## config.mk

```make
export PLATFORM = sky130hd
export DESIGN_NAME = arp_ctrl
export DESIGN_NICKNAME = d
export VERILOG_FILES = /design/src/rtl/arp_ctrl.sv
export SDC_FILE = /design/constraint.sdc
export NUM_CORES = 1
export LEC_CHECK = 0
export BUFFER_PORTS_ARGS = -buffer_cell sky130_fd_sc_hd__buf_2
export CORE_ASPECT_RATIO = 1.75
export CORE_MARGIN = 2
export CORE_UTILIZATION = 38
export DETAILED_ROUTE_END_ITERATION = 7
export HOLD_SLACK_MARGIN = 0.1
export PLACE_DENSITY_LB_ADDON = 0.12
export SLEW_MARGIN = 5
export SYNTH_ARGS = -nofsm -noshare
export SYNTH_HDL_FRONTEND = slang
export SYNTH_SLANG_ARGS = --single-unit
```

## constraint.sdc

```tcl
create_clock -name clk -period 3 [get_ports clk]
set_input_delay 0.6 -clock clk [delete_from_list [all_inputs] [get_ports clk]]
set_output_delay 0.6 -clock clk [all_outputs]
set_load 0.005 [all_outputs]
```

## src/rtl/arp_ctrl.sv

```systemverilog
// ARP transaction controller: resolves DES_IP with timeout/retry, answers
// incoming ARP requests, arbitrates the single ARP transmitter and caches
// the resolved peer MAC for the UDP layer.
module arp_ctrl #(
    parameter int unsigned TIMEOUT_CYCLES = 125_000_000,
    parameter int unsigned MAX_RETRY      = 3,
    parameter logic [31:0] DES_IP         = {8'd192, 8'd168, 8'd0, 8'd3},
    parameter logic        STARTUP_REQ    = 1'b1
) (
    input  logic        clk,
    input  logic        rst,
    input  logic        start,
    input  logic        arp_rx_done,
    input  logic        arp_rx_type,
    input  logic [47:0] src_mac,
    input  logic [31:0] src_ip,
    input  logic        gmii_tx_done,
    output logic        arp_tx_en,
    output logic        arp_tx_type,
    output logic [47:0] des_mac,
    output logic [31:0] des_ip,
    output logic        peer_valid,
    output logic [47:0] peer_mac,
    output logic        resolve_fail,
    output logic        busy,
    output logic [2:0]  state
);

    localparam logic [2:0] IDLE           = 3'd0;
    localparam logic [2:0] SEND_REQ       = 3'd1;
    localparam logic [2:0] WAIT_REQ_DONE  = 3'd2;
    localparam logic [2:0] WAIT_REPLY     = 3'd3;
    localparam logic [2:0] SEND_RPLY      = 3'd4;
    localparam logic [2:0] WAIT_RPLY_DONE = 3'd5;
    localparam logic [2:0] FAIL           = 3'd6;

    localparam int unsigned TMR_W   = (TIMEOUT_CYCLES > 2) ? $clog2(TIMEOUT_CYCLES) : 1;
    localparam int unsigned RETRY_W = (MAX_RETRY > 1) ? $clog2(MAX_RETRY + 1) : 1;
    localparam logic [TMR_W-1:0]   TMR_LAST  = TMR_W'(TIMEOUT_CYCLES - 1);
    localparam logic [RETRY_W-1:0] RETRY_MAX = RETRY_W'(MAX_RETRY);

    logic [2:0]         state_q, state_d;
    logic               req_pend_q, req_pend_d;
    logic               rply_pend_q, rply_pend_d;
    logic               ret_wait_q, ret_wait_d;
    logic [47:0]        rply_mac_q, rply_mac_d;
    logic [31:0]        rply_ip_q, rply_ip_d;
    logic [TMR_W-1:0]   timer_q, timer_d;
    logic [RETRY_W-1:0] retry_q, retry_d;
    logic               arp_tx_en_q, arp_tx_en_d;
    logic               arp_tx_type_q, arp_tx_type_d;
    logic [47:0]        des_mac_q, des_mac_d;
    logic [31:0]        des_ip_q, des_ip_d;
    logic               peer_valid_q, peer_valid_d;
    logic [47:0]        peer_mac_q, peer_mac_d;
    logic               resolve_fail_q, resolve_fail_d;
    logic               busy_q, busy_d;

    logic rx_req;
    logic rx_match;

    assign rx_req   = arp_rx_done && !arp_rx_type;
    assign rx_match = arp_rx_done && arp_rx_type && (src_ip == DES_IP);

    // Next-state, pending-flag, timer and registered-output computation
    always_comb begin
        state_d        = state_q;
        req_pend_d     = req_pend_q;
        rply_pend_d    = rply_pend_q;
        ret_wait_d     = ret_wait_q;
        rply_mac_d     = rply_mac_q;
        rply_ip_d      = rply_ip_q;
        timer_d        = timer_q;
        retry_d        = retry_q;
        arp_tx_type_d  = arp_tx_type_q;
        des_mac_d      = des_mac_q;
        des_ip_d       = des_ip_q;
        peer_valid_d   = peer_valid_q;
        peer_mac_d     = peer_mac_q;

        case (state_q)
            IDLE: begin
                if (rply_pend_q) begin
                    state_d     = SEND_RPLY;
                    rply_pend_d = 1'b0;
                    ret_wait_d  = 1'b0;
                end else if (req_pend_q) begin
                    state_d    = SEND_REQ;
                    req_pend_d = 1'b0;
                    retry_d    = '0;
                end
            end
            SEND_REQ: state_d = WAIT_REQ_DONE;
            WAIT_REQ_DONE: begin
                if (gmii_tx_done) begin
                    state_d = WAIT_REPLY;
                    timer_d = '0;
                end
            end
            WAIT_REPLY: begin
                if (rx_match) begin
                    state_d = IDLE;
                end else if (timer_q == TMR_LAST) begin
                    timer_d = '0;
                    if (retry_q < RETRY_MAX) begin
                        retry_d = retry_q + RETRY_W'(1);
                        state_d = SEND_REQ;
                    end else begin
                        state_d = FAIL;
                    end
                end else if (rply_pend_q) begin
                    // Timer is frozen (not incremented) across the reply detour.
                    state_d     = SEND_RPLY;
                    rply_pend_d = 1'b0;
                    ret_wait_d  = 1'b1;
                end else begin
                    timer_d = timer_q + TMR_W'(1);
                end
            end
            SEND_RPLY: state_d = WAIT_RPLY_DONE;
            WAIT_RPLY_DONE: begin
                if (gmii_tx_done) begin
                    if (ret_wait_q) begin
                        state_d    = WAIT_REPLY;
                        ret_wait_d = 1'b0;
                    end else begin
                        state_d = IDLE;
                    end
                end
            end
            FAIL: state_d = IDLE;
            default: state_d = IDLE;
        endcase

        // The pending reply is consumed when its SEND_RPLY is entered, so a
        // request arriving during transmission stays queued; new arrivals win
        // over a same-cycle clear.
        if (start) begin
            req_pend_d = 1'b1;
        end
        if (rx_req) begin
            rply_pend_d = 1'b1;
            rply_mac_d  = src_mac;
            rply_ip_d   = src_ip;
        end
        if (rx_match) begin
            peer_mac_d   = src_mac;
            peer_valid_d = 1'b1;
        end

        arp_tx_en_d = (state_d == SEND_REQ) || (state_d == SEND_RPLY);
        if (state_d == SEND_REQ) begin
            arp_tx_type_d = 1'b0;
            des_mac_d     = '1;
            des_ip_d      = DES_IP;
        end else if (state_d == SEND_RPLY) begin
            arp_tx_type_d = 1'b1;
            des_mac_d     = rply_mac_q;
            des_ip_d      = rply_ip_q;
        end
        resolve_fail_d = (state_d == FAIL);
        busy_d         = (state_d != IDLE);
    end

    // State and output registers with asynchronous active-low reset
    always_ff @(posedge clk or negedge rst) begin
        if (!rst) begin
            state_q        <= IDLE;
            req_pend_q     <= STARTUP_REQ;
            rply_pend_q    <= 1'b0;
            ret_wait_q     <= 1'b0;
            rply_mac_q     <= '0;
            rply_ip_q      <= '0;
            timer_q        <= '0;
            retry_q        <= '0;
            arp_tx_en_q    <= 1'b0;
            arp_tx_type_q  <= 1'b0;
            des_mac_q      <= '1;
            des_ip_q       <= DES_IP;
            peer_valid_q   <= 1'b0;
            peer_mac_q     <= '0;
            resolve_fail_q <= 1'b0;
            busy_q         <= 1'b0;
        end else begin
            state_q        <= state_d;
            req_pend_q     <= req_pend_d;
            rply_pend_q    <= rply_pend_d;
            ret_wait_q     <= ret_wait_d;
            rply_mac_q     <= rply_mac_d;
            rply_ip_q      <= rply_ip_d;
            timer_q        <= timer_d;
            retry_q        <= retry_d;
            arp_tx_en_q    <= arp_tx_en_d;
            arp_tx_type_q  <= arp_tx_type_d;
            des_mac_q      <= des_mac_d;
            des_ip_q       <= des_ip_d;
            peer_valid_q   <= peer_valid_d;
            peer_mac_q     <= peer_mac_d;
            resolve_fail_q <= resolve_fail_d;
            busy_q         <= busy_d;
        end
    end

    assign arp_tx_en    = arp_tx_en_q;
    assign arp_tx_type  = arp_tx_type_q;
    assign des_mac      = des_mac_q;
    assign des_ip       = des_ip_q;
    assign peer_valid   = peer_valid_q;
    assign peer_mac     = peer_mac_q;
    assign resolve_fail = resolve_fail_q;
    assign busy         = busy_q;
    assign state        = state_q;

endmodule

```

# After elaboration in Yosys (flattened, before gate mapping)

Index checks and enable logic that the tools add are counted.

Bits in registers: 248
Input port bits: 86
Output and inout bits: 136
Logic and storage cells: 101

$add $sub $neg: 2
$lt $le $gt $ge: 1
Equal/unequal tests: 24
Multiplexer cells: 40
Reduce and logical (&&, ||, !) cells: 18

Operators with widths:

| cell                                                            | count |
|---|---|
| 27-bit two-way mux                                              | 4 |
| 48-bit two-way mux                                              | 2 |
| 32-bit two-way mux                                              | 2 |
| 27-bit case mux with 2 select lines                             | 1 |
| 32-bit == test, second input constant                           | 1 |
| 27-bit by 1-bit adder with 27-bit output, second input constant | 1 |
| 27-bit == test, second input constant                           | 1 |
| 3-bit two-way mux                                               | 8 |
| 2-bit != test, second input constant                            | 11 |
| 3-bit case mux with 6 select lines                              | 1 |
| 1-bit two-way mux                                               | 13 |
| 3-bit == test, second input constant                            | 4 |
| 2-bit two-way mux                                               | 6 |
| 6-bit AND reduction                                             | 2 |
| 3-bit != test, second input constant                            | 3 |
| 3-bit nonzero test                                              | 3 |
| 2-bit nonzero test                                              | 4 |
| 3-bit by 1-bit == test with 1-bit output, second input constant | 2 |
| 3-bit by 2-bit == test with 1-bit output, second input constant | 2 |
| 2-bit case mux with 2 select lines                              | 1 |
| 4-bit AND reduction                                             | 1 |
| 1-bit logical AND                                               | 3 |
| 3-bit logical NOT                                               | 1 |
| 1-bit case mux with 3 select lines                              | 1 |
| 7 further kinds                                                 | 7 |

# Logic depth before layout (Yosys ltp)

Word-level depth: 8
Depth in mapped cells: 10
Mapped depth without buffers: 7

# Worst setup path after synthesis

Ideal clock, no wire load.

Path type: flip-flop to flip-flop
Start: register timer_q[19]
End: register des_ip_q[18], in the netlist des_ip[18]
Library setup time: 0.127 ns
Arrival time: 2.685 ns
Required time: 2.873 ns
Path slack: 0.187 ns
Stages on the path, launching flop included: 9
Buffers on the path: 2
Clock period less this slack: 2.813 ns
Cell sequence: dfrtp_1 -> buf_6 -> or4b_4 -> or4_4 -> o21ai_2 -> a31oi_2 -> o22ai_4 -> buf_6 -> mux2_1

Longest elaborated chain between the ends: 6
Elaborated cells on any way between the ends: 8
Those cells by class: 3 x eq/ne; 4 x mux; 1 x reduce/logical

RTL lines:

| what                                                                             | RTL line | source |
|---|---|---|
| start: declaration                                                               | 48       | `logic [TMR_W-1:0] timer_q, timer_d;` |
| start signal: assignment                                                         | 191      | `timer_q <= timer_d;` |
| 27-bit == test *                                                                 | 103      | `end else if (timer_q == TMR_LAST) begin` |
| 3-bit two-way mux *                                                              | 103      |  |
| 3-bit two-way mux *                                                              | 101      | `if (rx_match) begin` |
| 3-bit case mux with 6 select lines *                                             | 81       | `case (state_q)` |
| 3-bit by 1-bit == test with 1-bit output / 3-bit == test (equally long branches) | 152, 156 |  |
| 32-bit two-way mux / 2-bit nonzero test (equally long branches)                  | --       |  |
| end signal: assignment                                                           | 196      | `des_ip_q <= des_ip_d;` |
| end: declaration                                                                 | 53       | `logic [31:0] des_ip_q, des_ip_d;` |

Mark *: on every way between the ends. The rest lies on a longest branch, timed or not.
A chain may end at the register's enable or synchronous reset.

# Worst setup path after layout

Start: register timer_q[10]
End: register des_ip_q[26], in the netlist des_ip[26]

Same word-level chain as after synthesis.

==> run_results.csv <==
group,metric,value,unit
cts,cts-root-to-sink-buffers,3,
worst_hold_path,hold_path.startpoint,"src_mac[5]",
worst_hold_path,min_to,"rply_mac_q[5]",
logic_synthesis,synth.yosys.seq_area_share,58.5,%
critical_path,worst-setup-path-type,"flip-flop to flip-flop",
logic_synthesis,synth.avg_cell_area,12.2,sq um
critical_path,critical_path_required,3.41,ns
pwr,finalPower,0.0125,W
critical_path,critical_path.n_buffers_inverters,1,
placed_design,hpwl_after_detailed_placement,19300,um
cts,clk_pin_slew,0.06,ns
routing,wirelength,27600,um
placed_design,dpl.cell_count,1469,
logic_synthesis,synth_common_cells,"dfrtp_1 (192), mux2_2 (124), nor2_1 (120)",
die,fp.dieArea,29600,sq um
timing,finalCriticalPeriod,2.86,ns
logic_synthesis,synthesis.instances,877,
routing,antenna_violating_nets_post_route,0,
global_route,grt.overflow.total,0,
critical_path,crit_fanout,16,
pwr,max-vdd-ir-drop,0.516,mV
critical_path,crit_path_max_incr_delay,0.59,ns
placed_design,place.port_buffers,221,
critical_path,timing.critical_path.to_type,"flip-flop",
timing,slew_violations,0,
critical_path,setup.worst_path.start_class,"flip-flop",
die,die_height,226,um
worst_hold_path,timing.hold.worst.class,"input port to flip-flop",
critical_path,critPathTopFamily,"simple AND/OR/NAND/NOR gates",
placed_design,gp_routability_congestion,0.875,
die,floorplan.initialDensity,38.5,%
die,placementRows,81,
pwr,powerDensity,919,nW/um^2
logic_synthesis,post_synth_cell_types,55,
final_layout,fin_cells,1524,
logic_synthesis,synthMostInstantiatedCell,"dfrtp_1",
critical_path,crit-reg2reg-launch,"timer_q[10]",
final_layout,postLayoutCoreUtil,48.8,%
final_layout,sequential_cell_area,6280,sq um
final_layout,layout.nets,1220,
logic_synthesis,postSynthNetCount,965,
timing,skew,0.00916,ns
worst_hold_path,hold_depth,3,
cts,clkSinkCount,248,
final_layout,antenna_cells_inserted,0,
critical_path,worstPathCellList,"or4b_4 > or4_4 > o21ai_4 > a31oi_2 > o22ai_4 > clkbuf_16 > mux2_1",
critical_path,cp_slowest_cell,"or4_4",
logic_synthesis,synth-async-reset-ratio,100,%
logic_synthesis,post_synth_main_area_contributors,"dfrtp_1 (45%), dfstp_2 (14%), mux2_2 (13%)",
logic_synthesis,yosysWarnings,0,
logic_synthesis,dominantRegCellSynth,"dfrtp_1",
logic_synthesis,yosys.area.top_type,"dfrtp_1",
critical_path,r2r_slack,0.14,ns
pwr,leakage,6.34,nW
logic_synthesis,synth_top_area_share,44.8,%
cts,ctsHtreeMaxLevel,1,
cts,cts_inserted_buffers,25,
critical_path,worstRegToRegCells,7,
final_layout,filler_cell_count,2571,
logic_synthesis,count_of_flip_flops_with_a_built_in_enable_after_synthesis,0,
critical_path,timing.critical_path.arrival,3.27,ns
final_layout,multiInputGateArea,4160,sq um
die,floorplan.core_area,27900,sq um
cts,clock_tree_from_tritoncts,"yes",
routing,dr.pass1.iters,4,
cts,clock-root-buffer,"clkbuf_16",
routing,avgRoutedWirePerCell,18.1,um
global_route,groute.usage.overall,18.8,%
global_route,vias_in_the_first_global_route,7778,
timing,period_share,95.2,%
timing,tightest_slew,0.726,ns
timing,worst_slew_margin_rel,50.9,%
final_layout,final_layout_size_suffix_gt1_share,45.1,%
cts,clkLatencyLatePin,0.53,ns
critical_path,timing.rr.end,"des_ip[26]",
timing,setup_viol,0,
timing,unrepaired_setup_endpoints_after_global_routing,"no",
logic_synthesis,synth.cell_area,10700,sq um
routing,vias_per_cell,4.94,
timing,report.final.hold_viol_count,0,
timing,maxClockFrequency,350,MHz
routing,routed_via_count,7532,
flow_run,maxCapViolCount,0,
global_route,largest_net_degree_at_the_start_of_global_routing,60,
outcome,status,"completed",
die,die_w,131,um
global_route,wire_length_of_the_first_global_routing_pass,43000,um
global_route,grt_antenna_before_repair,0,
die,num_io_pins,222,
logic_synthesis,postSynthRegisterBits,248,
routing,final_routed_drc_violation_total,0,
routing,drt_first_iter_violations,346,
final_layout,syn_to_final_growth,26.8,%
==> per-stage QoR <==
step	setup TNS, ns	setup WS [ns]	instance area (sq um)	hold WS (ns)
detailed placement	-1.83	-0.105	12600	0.449
global route	0	0.0285	13600	0.272
CTS	0	0.0797	13500	0.265
floorplan	0	0.187	10700	0.304
global placement	-0.0616	-0.0616	12600	0.448
finish	0	0.143	13600	0.286
==> layer usage <==
layer / routed length, um / GRT usage (%) / up-vias
li1: - / - / 3562
met1: 10500 / 22.1 / 3776
met2: 15300 / 34.6 / 164
met3: 1250 / 3.13 / 30
met4: 553 / 5.46 / 0
met5: 0 / 0 / -
==> power by group <==
part	internal (W)	total, W	switching (W)
Combinational	0.00212	0.00434	0.00222
Sequential	0.00433	0.00476	0.000432
Clock	0.00205	0.00339	0.00134
Total	0.00850	0.0125	0.00399
==> timing repair <==
item / in CTS / in global routing
gates resized for setup: 0 / 3
endpoints found under the hold margin: 35 / 0
setup buffers: 0 / 7
endpoints found under the setup margin: 0 / 48
hold buffers: 1 / 0
==> area by class of cell <==
cell class / instances / area share, %
clock inverters: 12 / 1.27
well taps: 373 / 3.43
clock buffers: 34 / 5.37
flip-flops and latches: 248 / 46.2
inverters: 18 / 0.497
repair buffers: 278 / 12.7
multi-input cells: 561 / 30.6
==> cells by family (layout without fill, tap and decap cells) <==
logic type,after synthesis,in the layout,synth area share (%)
simple gates,259,259,11.7
flops,248,248,58.5
mux,198,198,20.1
compound gates,102,102,6.26
buf+inv,68,342,3.15
fa+ha+maj,2,2,0.233
==> worst register-to-register path, cell delays in order (launching register included) <==
cell and delay (ns):
dfrtp_1 0.42, or4b_4 0.55, or4_4 0.59, o21ai_4 0.20
a31oi_2 0.16, o22ai_4 0.26, clkbuf_16 0.24, mux2_1 0.33
==> flip-flops by register name, indices dropped and copies added (netlist names), 2 cells and up <==
signal	cells
rply_ip_q	32
des_ip	32
timer_q	27
state	3
rply_mac_q	48
peer_mac	48
retry_q	2
des_mac	48
==> worst max-delay path by stage <==
stage,start,end,cells after the start
floorplan,timer_q[19],des_ip[18],8
global placement,src_ip[17],timer_q[15],10
detailed placement,src_ip[4],timer_q[15],10
CTS,timer_q[10],des_mac[33],9
global route,timer_q[10],des_ip[20],9
finish,timer_q[10],des_ip[26],7
==> cells in the final DEF (no fill, tap or decap), types with 6 or more instances in the layout <==
master     synthesis  final
buf_12             0     13
nor2_1           120    120
nand4_1            8      8
a31oi_1           17     17
dfstp_2           56     56
mux2i_1           55     55
and2_1             6      6
inv_1             18     18
a21oi_1           22     22
clkbuf_16          0     26
nand3_1           10     10
mux2_2           124    124
buf_4              1     42
buf_2              8    220
dfrtp_1          192    192
nor2b_1           27     26
nand2_1           40     40
clkbuf_8           0      7
mux2_1            19     19
o21ai_0           26     26
nor3_1            13     12
(Power assumes the default switching activity.)
